## src/rtl/alu_regfile_if.sv

```systemverilog
// Bus bundle for alu_regfile: two write ports, two read ports and the ALU controls/results.
// The block has no handshake; every input is sampled each cycle and outputs are combinational.
interface alu_regfile_if #(
  parameter int WIDTH_WORD = 8,
  parameter int WIDTH_SEG  = 4
);
  logic                  write0;
  logic                  write1;
  logic [WIDTH_SEG-1:0]  dstreg0;
  logic [WIDTH_WORD-1:0] dstval0;
  logic [WIDTH_SEG-1:0]  dstreg1;
  logic [WIDTH_WORD-1:0] dstval1;
  logic [WIDTH_SEG-1:0]  argreg0;
  logic [WIDTH_WORD-1:0] argval0;
  logic [WIDTH_SEG-1:0]  argreg1;
  logic [WIDTH_WORD-1:0] argval1;
  logic                  alu_mode;
  logic [2:0]            alu_func;
  logic [WIDTH_WORD-1:0] alu_result;
  logic                  alu_carry;

  modport master (
    output write0, write1, dstreg0, dstval0, dstreg1, dstval1,
    output argreg0, argreg1, alu_mode, alu_func,
    input  argval0, argval1, alu_result, alu_carry
  );

  modport slave (
    input  write0, write1, dstreg0, dstval0, dstreg1, dstval1,
    input  argreg0, argreg1, alu_mode, alu_func,
    output argval0, argval1, alu_result, alu_carry
  );
endinterface

```

## src/rtl/alu_regfile.sv

```systemverilog
// 16-entry two-write/two-read register file feeding a combinational ALU and test-flag unit.
// Optional macro REGFILE_BYPASS_EN forwards same-cycle write data to the read ports.
module alu_regfile #(
  parameter int WIDTH_WORD = 8,
  parameter int WIDTH_SEG  = 4
) (
  input  logic         clk,
  input  logic         rst,
  alu_regfile_if.slave bus
);
  localparam int NREG = 1 << WIDTH_SEG;

  logic [WIDTH_WORD-1:0] regs_q [NREG];
  logic [WIDTH_WORD-1:0] regs_d [NREG];
  logic                  wr0_en;
  logic                  wr1_en;

  // Enables are masked by reset so a bypassed read cannot leak write data while cleared.
  assign wr0_en = bus.write0 & ~rst;
  assign wr1_en = bus.write1 & ~rst;

  // Port 1 is applied last so it wins a same-index collision.
  always_comb begin
    for (int i = 0; i < NREG; i++) begin
      regs_d[i] = regs_q[i];
    end
    if (wr0_en) regs_d[bus.dstreg0] = bus.dstval0;
    if (wr1_en) regs_d[bus.dstreg1] = bus.dstval1;
  end

  always_ff @(posedge clk or posedge rst) begin
    if (rst) begin
      for (int i = 0; i < NREG; i++) begin
        regs_q[i] <= '0;
      end
    end else begin
      for (int i = 0; i < NREG; i++) begin
        regs_q[i] <= regs_d[i];
      end
    end
  end

  logic [WIDTH_WORD-1:0] op_a;
  logic [WIDTH_WORD-1:0] op_b;

`ifdef REGFILE_BYPASS_EN
  assign op_a = regs_d[bus.argreg0];
  assign op_b = regs_d[bus.argreg1];
`else
  assign op_a = regs_q[bus.argreg0];
  assign op_b = regs_q[bus.argreg1];
`endif

  assign bus.argval0 = op_a;
  assign bus.argval1 = op_b;

  logic [WIDTH_WORD:0]   sum_w;
  logic [WIDTH_WORD:0]   diff_w;
  logic [WIDTH_WORD-1:0] res_c;
  logic                  car_c;

  assign sum_w  = {1'b0, op_a} + {1'b0, op_b};
  // The extra MSB of the subtraction is the unsigned borrow.
  assign diff_w = {1'b0, op_a} - {1'b0, op_b};

  always_comb begin
    res_c = '0;
    car_c = 1'b0;
    if (bus.alu_mode) begin
      case (bus.alu_func)
        3'b000: begin res_c = sum_w[WIDTH_WORD-1:0];  car_c = sum_w[WIDTH_WORD];  end
        3'b001: begin res_c = diff_w[WIDTH_WORD-1:0]; car_c = diff_w[WIDTH_WORD]; end
        3'b010: res_c = op_a | op_b;
        3'b011: res_c = ~op_a;
        3'b100: res_c = op_a;
        3'b101: res_c = op_a & op_b;
        3'b110: res_c = op_a ^ op_b;
        3'b111: begin res_c = {op_a[WIDTH_WORD-2:0], 1'b0}; car_c = op_a[WIDTH_WORD-1]; end
        default: begin res_c = '0; car_c = 1'b0; end
      endcase
    end else begin
      case (bus.alu_func)
        3'b000: car_c = (op_a == op_b);
        3'b001: car_c = (op_a < op_b);
        3'b010: car_c = (op_a != '0);
        3'b011: car_c = (op_a == '0);
        3'b100: car_c = op_a[WIDTH_WORD-1];
        3'b101: car_c = op_a[0];
        3'b110: car_c = 1'b1;
        3'b111: car_c = 1'b0;
        default: car_c = 1'b0;
      endcase
    end
  end

  assign bus.alu_result = res_c;
  assign bus.alu_carry  = car_c;

endmodule

```

## src/flat_wrapper.sv

```systemverilog
// flat-port wrapper written by rule: the top's interface ports become plain ports
module alu_regfile_flat 
#(
  parameter int WIDTH_WORD = 8,
  parameter int WIDTH_SEG  = 4
)
  (clk, rst, bus_write0, bus_write1, bus_dstreg0, bus_dstval0, bus_dstreg1, bus_dstval1, bus_argreg0, bus_argreg1, bus_alu_mode, bus_alu_func, bus_argval0, bus_argval1, bus_alu_result, bus_alu_carry);
  alu_regfile_if #(.WIDTH_WORD(WIDTH_WORD), .WIDTH_SEG(WIDTH_SEG)) bus_i ();
  input  logic clk;
  input  logic rst;
  input wire logic [$bits(bus_i.write0)-1:0] bus_write0;
  input wire logic [$bits(bus_i.write1)-1:0] bus_write1;
  input wire logic [$bits(bus_i.dstreg0)-1:0] bus_dstreg0;
  input wire logic [$bits(bus_i.dstval0)-1:0] bus_dstval0;
  input wire logic [$bits(bus_i.dstreg1)-1:0] bus_dstreg1;
  input wire logic [$bits(bus_i.dstval1)-1:0] bus_dstval1;
  input wire logic [$bits(bus_i.argreg0)-1:0] bus_argreg0;
  input wire logic [$bits(bus_i.argreg1)-1:0] bus_argreg1;
  input wire logic [$bits(bus_i.alu_mode)-1:0] bus_alu_mode;
  input wire logic [$bits(bus_i.alu_func)-1:0] bus_alu_func;
  output wire logic [$bits(bus_i.argval0)-1:0] bus_argval0;
  output wire logic [$bits(bus_i.argval1)-1:0] bus_argval1;
  output wire logic [$bits(bus_i.alu_result)-1:0] bus_alu_result;
  output wire logic [$bits(bus_i.alu_carry)-1:0] bus_alu_carry;
  assign bus_i.write0 = bus_write0;
  assign bus_i.write1 = bus_write1;
  assign bus_i.dstreg0 = bus_dstreg0;
  assign bus_i.dstval0 = bus_dstval0;
  assign bus_i.dstreg1 = bus_dstreg1;
  assign bus_i.dstval1 = bus_dstval1;
  assign bus_i.argreg0 = bus_argreg0;
  assign bus_i.argreg1 = bus_argreg1;
  assign bus_i.alu_mode = bus_alu_mode;
  assign bus_i.alu_func = bus_alu_func;
  assign bus_argval0 = bus_i.argval0;
  assign bus_argval1 = bus_i.argval1;
  assign bus_alu_result = bus_i.alu_result;
  assign bus_alu_carry = bus_i.alu_carry;
  alu_regfile #(.WIDTH_WORD(WIDTH_WORD), .WIDTH_SEG(WIDTH_SEG)) u_core (.clk(clk), .rst(rst), .bus(bus_i));
endmodule
```

## config.mk

```make
export PLATFORM = sky130hd
export DESIGN_NAME = alu_regfile_flat
export DESIGN_NICKNAME = d
export VERILOG_FILES = /design/src/rtl/alu_regfile_if.sv /design/src/rtl/alu_regfile.sv /design/src/flat_wrapper.sv
export SDC_FILE = /design/constraint.sdc
export NUM_CORES = 1
export LEC_CHECK = 0
export ABC_AREA = 1
export ABC_CLOCK_PERIOD_IN_PS = 12200
export CORE_UTILIZATION = 30
export DETAILED_ROUTE_END_ITERATION = 16
export GPL_ROUTABILITY_DRIVEN = 0
export PLACE_DENSITY_LB_ADDON = 0.08
export REMOVE_ABC_BUFFERS = 1
export SETUP_SLACK_MARGIN = 0.05
export SLEW_MARGIN = 20
export SYNTH_ARGS = -nofsm -noshare
export SYNTH_HDL_FRONTEND = slang
export SYNTH_SLANG_ARGS = --single-unit
```

## constraint.sdc

```tcl
create_clock -name clk -period 12.2 [get_ports clk]
set_input_delay 2.44 -clock clk [delete_from_list [all_inputs] [get_ports clk]]
set_output_delay 2.44 -clock clk [all_outputs]
set_load 0.02 [all_outputs]
```

; After elaboration in Yosys (flattened, before gate mapping)
; Index checks and enable logic that the tools add are counted.
; W data, S select, Z words.
[word_totals]
reg_bits = 128
elab_cells = 68
[op_classes]
magnitude_cmp = 7
mux = 19
n_addsub = 2
reduce_logical = 5
bitwise_logic = 11
eq_ne = 8
[op_table]
columns = op, n
row1 = $bwmux W128, 2
row2 = $mux W128, 2
row3 = $bmux W8 S4, 2
row4 = $demux W8 S4, 2
row5 = $pmux W8 S8, 1
row6 = $mux W8, 7
row7 = $ge A5 B5 Y1 const B, 4
row8 = $not A4 Y5, 4
row9 = $eq A3 B3 Y1 const B, 4
row10 = $lt A5 B1 Y1 const B, 2
row11 = $add A8 B8 Y9, 1
row12 = $sub A8 B8 Y9, 1
row13 = $and A8 B8 Y8, 1
row14 = $eq A8 B8 Y1, 1
row15 = $logic_not A8 Y1, 1
row16 = $lt A8 B8 Y1, 1
row17 = $not A8 Y8, 1
row18 = $or A8 B8 Y8, 1
row19 = $pmux W1 S8, 1
row20 = $reduce_bool A8 Y1, 1
row21 = $xor A8 B8 Y8, 1
row22 = $eq A3 B2 Y1 const B, 2
row23 = $eq A3 B1 Y1 const B, 1
row24 = $logic_not A3 Y1, 1
row25 = other kinds (5), 7

; Longest topological paths before layout
[logic_depth]
ltp_word = 9
depth_mapped = 23
depth_no_buf = 20

; Worst setup path before layout
; No wires, ideal clock.
[synth_timing]
kind = input-to-output
startpoint = input port bus_argreg1[0]
endpoint = output port bus_alu_result[6]
stages = 17
arrival_time_ns = 5.603
required_ns = 9.760
setup_slack_ns = 4.157
cell_sequence = buf_2 -> buf_1 -> clkbuf_1 -> a21oi_1 -> o221ai_1 -> nand2_1 -> ha_1 -> fa_1 -> inv_1 -> a21oi_1 -> o21ai_0 -> nand3_1 -> nand2_1 -> o21ai_0 -> a21oi_1 -> nor2_1 -> nor3_1
[synth_via]
elab_chain_len = 7
[synth_lines]
columns = item, line
row1 = "start, declared", flat_wrapper.sv:18  ; input wire logic [$bits(bus_i.argreg1)-1:0] bus_argreg1;
row2 = $not A4 Y5 (implied by the code) (*), alu_regfile.sv:51  ; assign op_b = regs_q[bus.argreg1];
row3 = $bmux W8 S4 (*), alu_regfile.sv:51
row4 = $mux W8 (implied by the code) (*) (2 in series), alu_regfile.sv:51
row5 = net bus_argval1[0], flat_wrapper.sv:22  ; output wire logic [$bits(bus_i.argval1)-1:0] bus_argval1;
row6 = $sub A8 B8 Y9 / $add A8 B8 Y9 (equally long branches), "alu_regfile.sv:64, alu_regfile.sv:62"
row7 = $pmux W8 S8 (*), alu_regfile.sv:70  ; case (bus.alu_func)
row8 = $mux W8 (*), alu_regfile.sv:69  ; if (bus.alu_mode) begin
row9 = "end, declared", flat_wrapper.sv:23  ; output wire logic [$bits(bus_i.alu_result)-1:0] bus_alu_result;
; The timed path passes the listed nets; every way through them passes the cells marked *. The select of a mux whose other input is x is not followed.

; Worst setup path after layout
[layout_timing]
startpoint = input port bus_argreg0[0]
endpoint = output port bus_alu_carry
[layout_via]
elab_chain_len = 7
[layout_lines]
columns = item, line
row1 = "start, declared", flat_wrapper.sv:17  ; input wire logic [$bits(bus_i.argreg0)-1:0] bus_argreg0;
row2 = $not A4 Y5 (implied by the code) (*), alu_regfile.sv:50  ; assign op_a = regs_q[bus.argreg0];
row3 = $bmux W8 S4 (*), alu_regfile.sv:50
row4 = $mux W8 (implied by the code) (*) (2 in series), alu_regfile.sv:50
row5 = "$lt A8 B8 Y1, or another cell as far along", alu_regfile.sv:84  ; 3'b001: car_c = (op_a < op_b);
row6 = $pmux W1 S8 / $pmux W1 S3 (equally long branches), "alu_regfile.sv:82, alu_regfile.sv:70"
row7 = $mux W1 (*), alu_regfile.sv:69
row8 = "end, declared", flat_wrapper.sv:24  ; output wire logic [$bits(bus_i.alu_carry)-1:0] bus_alu_carry;
; Mark *: on every way between the ends. The rest lies on a longest branch, timed or not. The select of a mux whose other input is x is not followed.

==> results.yml <==
cts:
  cts_max_level: 4
  path_clk_slew_ns: 0.06
  cts-resized-gates: 0
  clockBufferDepth: 2
  cts_hold_buf: 0
  cts-root-buf: "clkbuf_16"
  cts_tree: "yes"
  cts_made_buffers: 17
  cts.sinks: 128
  post_cts_buffers: 0
  clock_latency_ns: 0.42
timing:
  rsz0062_at_grt: "false"
  tns_ns: 0
  max_freq_ghz: 0.1034
  setup_ws_ns: 2.533
  period_share_pct: 79.24
  fin_worst_skew_ns: 0
  maxSlewHeadroom_pct: 25.62
  final_hold_viol_count: 0
  tightest_slew_ns: 1.107
  slew_viol_final: 0
  final.min_clock_period_ns: 9.667
  setup_viol: 0
final_layout:
  largest_reg_flops: 128
  top_regs: "u_core.regs_q: 128 flops"
  largest_register: "u_core.regs_q"
  mostFrequentLayoutCells: "nand2_1 (288), inv_1 (232), o21ai_0 (227), dfrtp_1 (128), nor2_1 (123)"
  final_common_cell: "nand2_1"
  drive_above_1_share_pct: 4.137
  area_growth_pct: 15.23
  diodes: 0
  stdcell_area_um2: 11430
  nets: 1601
worst_setup_path:
  critPathCaptureType: "primary output"
  crit_type: "input port to primary output"
  start_kind: "input port"
  crit_path_top_delay_cell: "clkinv_1"
  path_depth: 22
  cp.required_ns: 9.76
  r2r_cells: 4
  crit_start: "bus_argreg0[0]"
  cpPeakStageDelay_ns: 0.96
  crit_path_frequent_cell: "nand2_1"
  arrival_ns: 7.23
  path_buf_inv: 5
  critPathTopFamily: "buffers and inverters"
  cp_max_fo: 49
  crit_chain: "buf_4 -> clkinv_1 -> nand2_1 -> nand3_1 -> nand3_1 -> nand3_1 -> nand2_1 -> inv_1 -> ha_1 -> clkinv_1 -> a31oi_1 -> o21ai_0 -> nand2_1 -> nand2_1 -> nand2_1 -> nand2_1 -> nand2_1 -> nand2_1 -> nand2_1 -> nor2_1 -> nor2_1 -> clkdlybuf4s50_1"
  r2r-start: "u_core.regs_q[64]"
yosys:
  ys_warn_count: 0
  ys_seq_area_share_pct: 32.28
  synth_area_um2: 9922
  synth_largest_area_cell: "dfrtp_1"
  synth.area.top_cells: "dfrtp_1 (32%), o21ai_0 (11%), nand2_1 (11%)"
  ys_ff_latch: 128
  synth.distinct_cells: 36
  syn_inst: 1526
  avgSynthCellArea_um2: 6.502
  synth_top_area_share_pct: 32.28
power_and_ir_drop:
  p_leak_nw: 5.338
  vdd_ir_drop_max_uv: 61.75
  cellPowerDensity_nw_per_um2: 154.0
grt:
  antenna_found_initial: 0
  track_usage_pct: 26.86
  first_global_vias: 10325
  grt_max_degree: 84
  grt_pass1_wl_um: 66160
  gr-total-overflow: 0
run:
  drv_cap: 0
route:
  drtPass1Iterations: 6
  first_iter_violations: 1020
  totalWireLength_um: 44420
  wl_per_cell_um: 22.33
  drc: 0
  detail-route-antenna-nets: 0
  vias_per_cell: 5.497
  vias: 10933
die:
  die-width_um: 183.9
  start_util_pct: 30.50
  fp-row-count: 66
  die_area_um2: 33800
  io_pins: 65
  fp.dieH_um: 183.9
  design.core.area_um2: 32540
placement:
  portBuffers: 64
  place_ws_ns: 2.652
  dp_hpwl_um: 30820
  place_area_um2: 10840
hold_path:
  min_from: "u_core.regs_q[6]"
  worstHoldPathType: "flip-flop to flip-flop"
  min_delay_path_depth: 2
run_status:
  run_status: "completed"
-- cells in the mapped netlist (all sizes together) --
library cell  count
nand3b            1
a221oi            1
or2              14
nor4              2
xor2              2
nor3             16
o221ai           17
and3              1
a31oi            15
clkinv            7
o22ai            55
ha               24
o21ai           228
fa                2
o2111ai           6
inv             234
a21oi           104
a211oi            1
nand3           102
a41oi             1
buf              22
a22oi             2
o211ai           58
nor2            124
nand4             6
nand2           289
clkbuf           64
dfrtp           128
-- layout make-up --
cell class	instances	area [um2]
Clock buffer	25	485.5
Inverter	241	909.6
Timing Repair Buffer	76	720.7
Fill cell	3643	21100
Multi-Input combinational cell	1071	5456
Tap cell	442	553.0
Clock inverter	6	105.1
Sequential cell	128	3203
-- per-stage QoR --
step           instances  hold slack (ns)  utilization [%]  total power (W)
2_1_floorplan       1440           0.5052                -        0.0009934
3_3_place_gp        1958           0.5383            33.29         0.001218
3_5_place_dp        1958           0.5413            33.31         0.001218
4_1_cts             1989           0.5554            35.13         0.001762
5_1_grt             1989           0.5706            35.14         0.001875
6_report            1989           0.5642            35.14         0.001761
-- worst reg2reg max path: stages (launching register included) --
cell and delay (ns):
dfrtp_1 0.43, a21oi_1 0.15, o21ai_0 0.10, o21ai_0 0.10, inv_1 0.06
-- where the power goes --
part           switching [W]  leakage (nW)  total, W  internal [W]
Combinational       0.000396          3.53  0.000614      0.000218
Clock               0.000203         0.291  0.000539      0.000336
Sequential         0.0000703          1.51  0.000609      0.000538
Total               0.000669          5.34   0.00176       0.00109
-- path summary, 6_finish.rpt --
check / endpoint / slack [ns]
worst min register to register: u_core.regs_q[6] / 0.56
worst max register to register: u_core.regs_q[64] / 11.26
max in group asynchronous: u_core.regs_q[57] / 8.37
worst min-delay path: u_core.regs_q[6] / 0.56
worst max-delay path: bus_alu_carry / 2.53
min in group asynchronous: u_core.regs_q[86] / 2.56
-- cells by family after synthesis --
logic type      count (synthesis)  synth area share [%]
simple gates                  555                 23.30
compound gates                488                 27.98
buf+inv                       327                 12.82
flops                         128                 32.28
fa+ha+maj                      26                 3.430
xor+xnor                        2                0.1766
-- routing by layer --
layer | vias up | wire [um] | GRT usage (%)
met4 | 0 | 1282 | 9.433
li1 | 5132 | - | -
met1 | 5298 | 19440 | 35.32
met2 | 433 | 21160 | 45.32
met3 | 70 | 2543 | 3.071
met5 | - | 0 | 0
(Power assumes the default switching activity.)
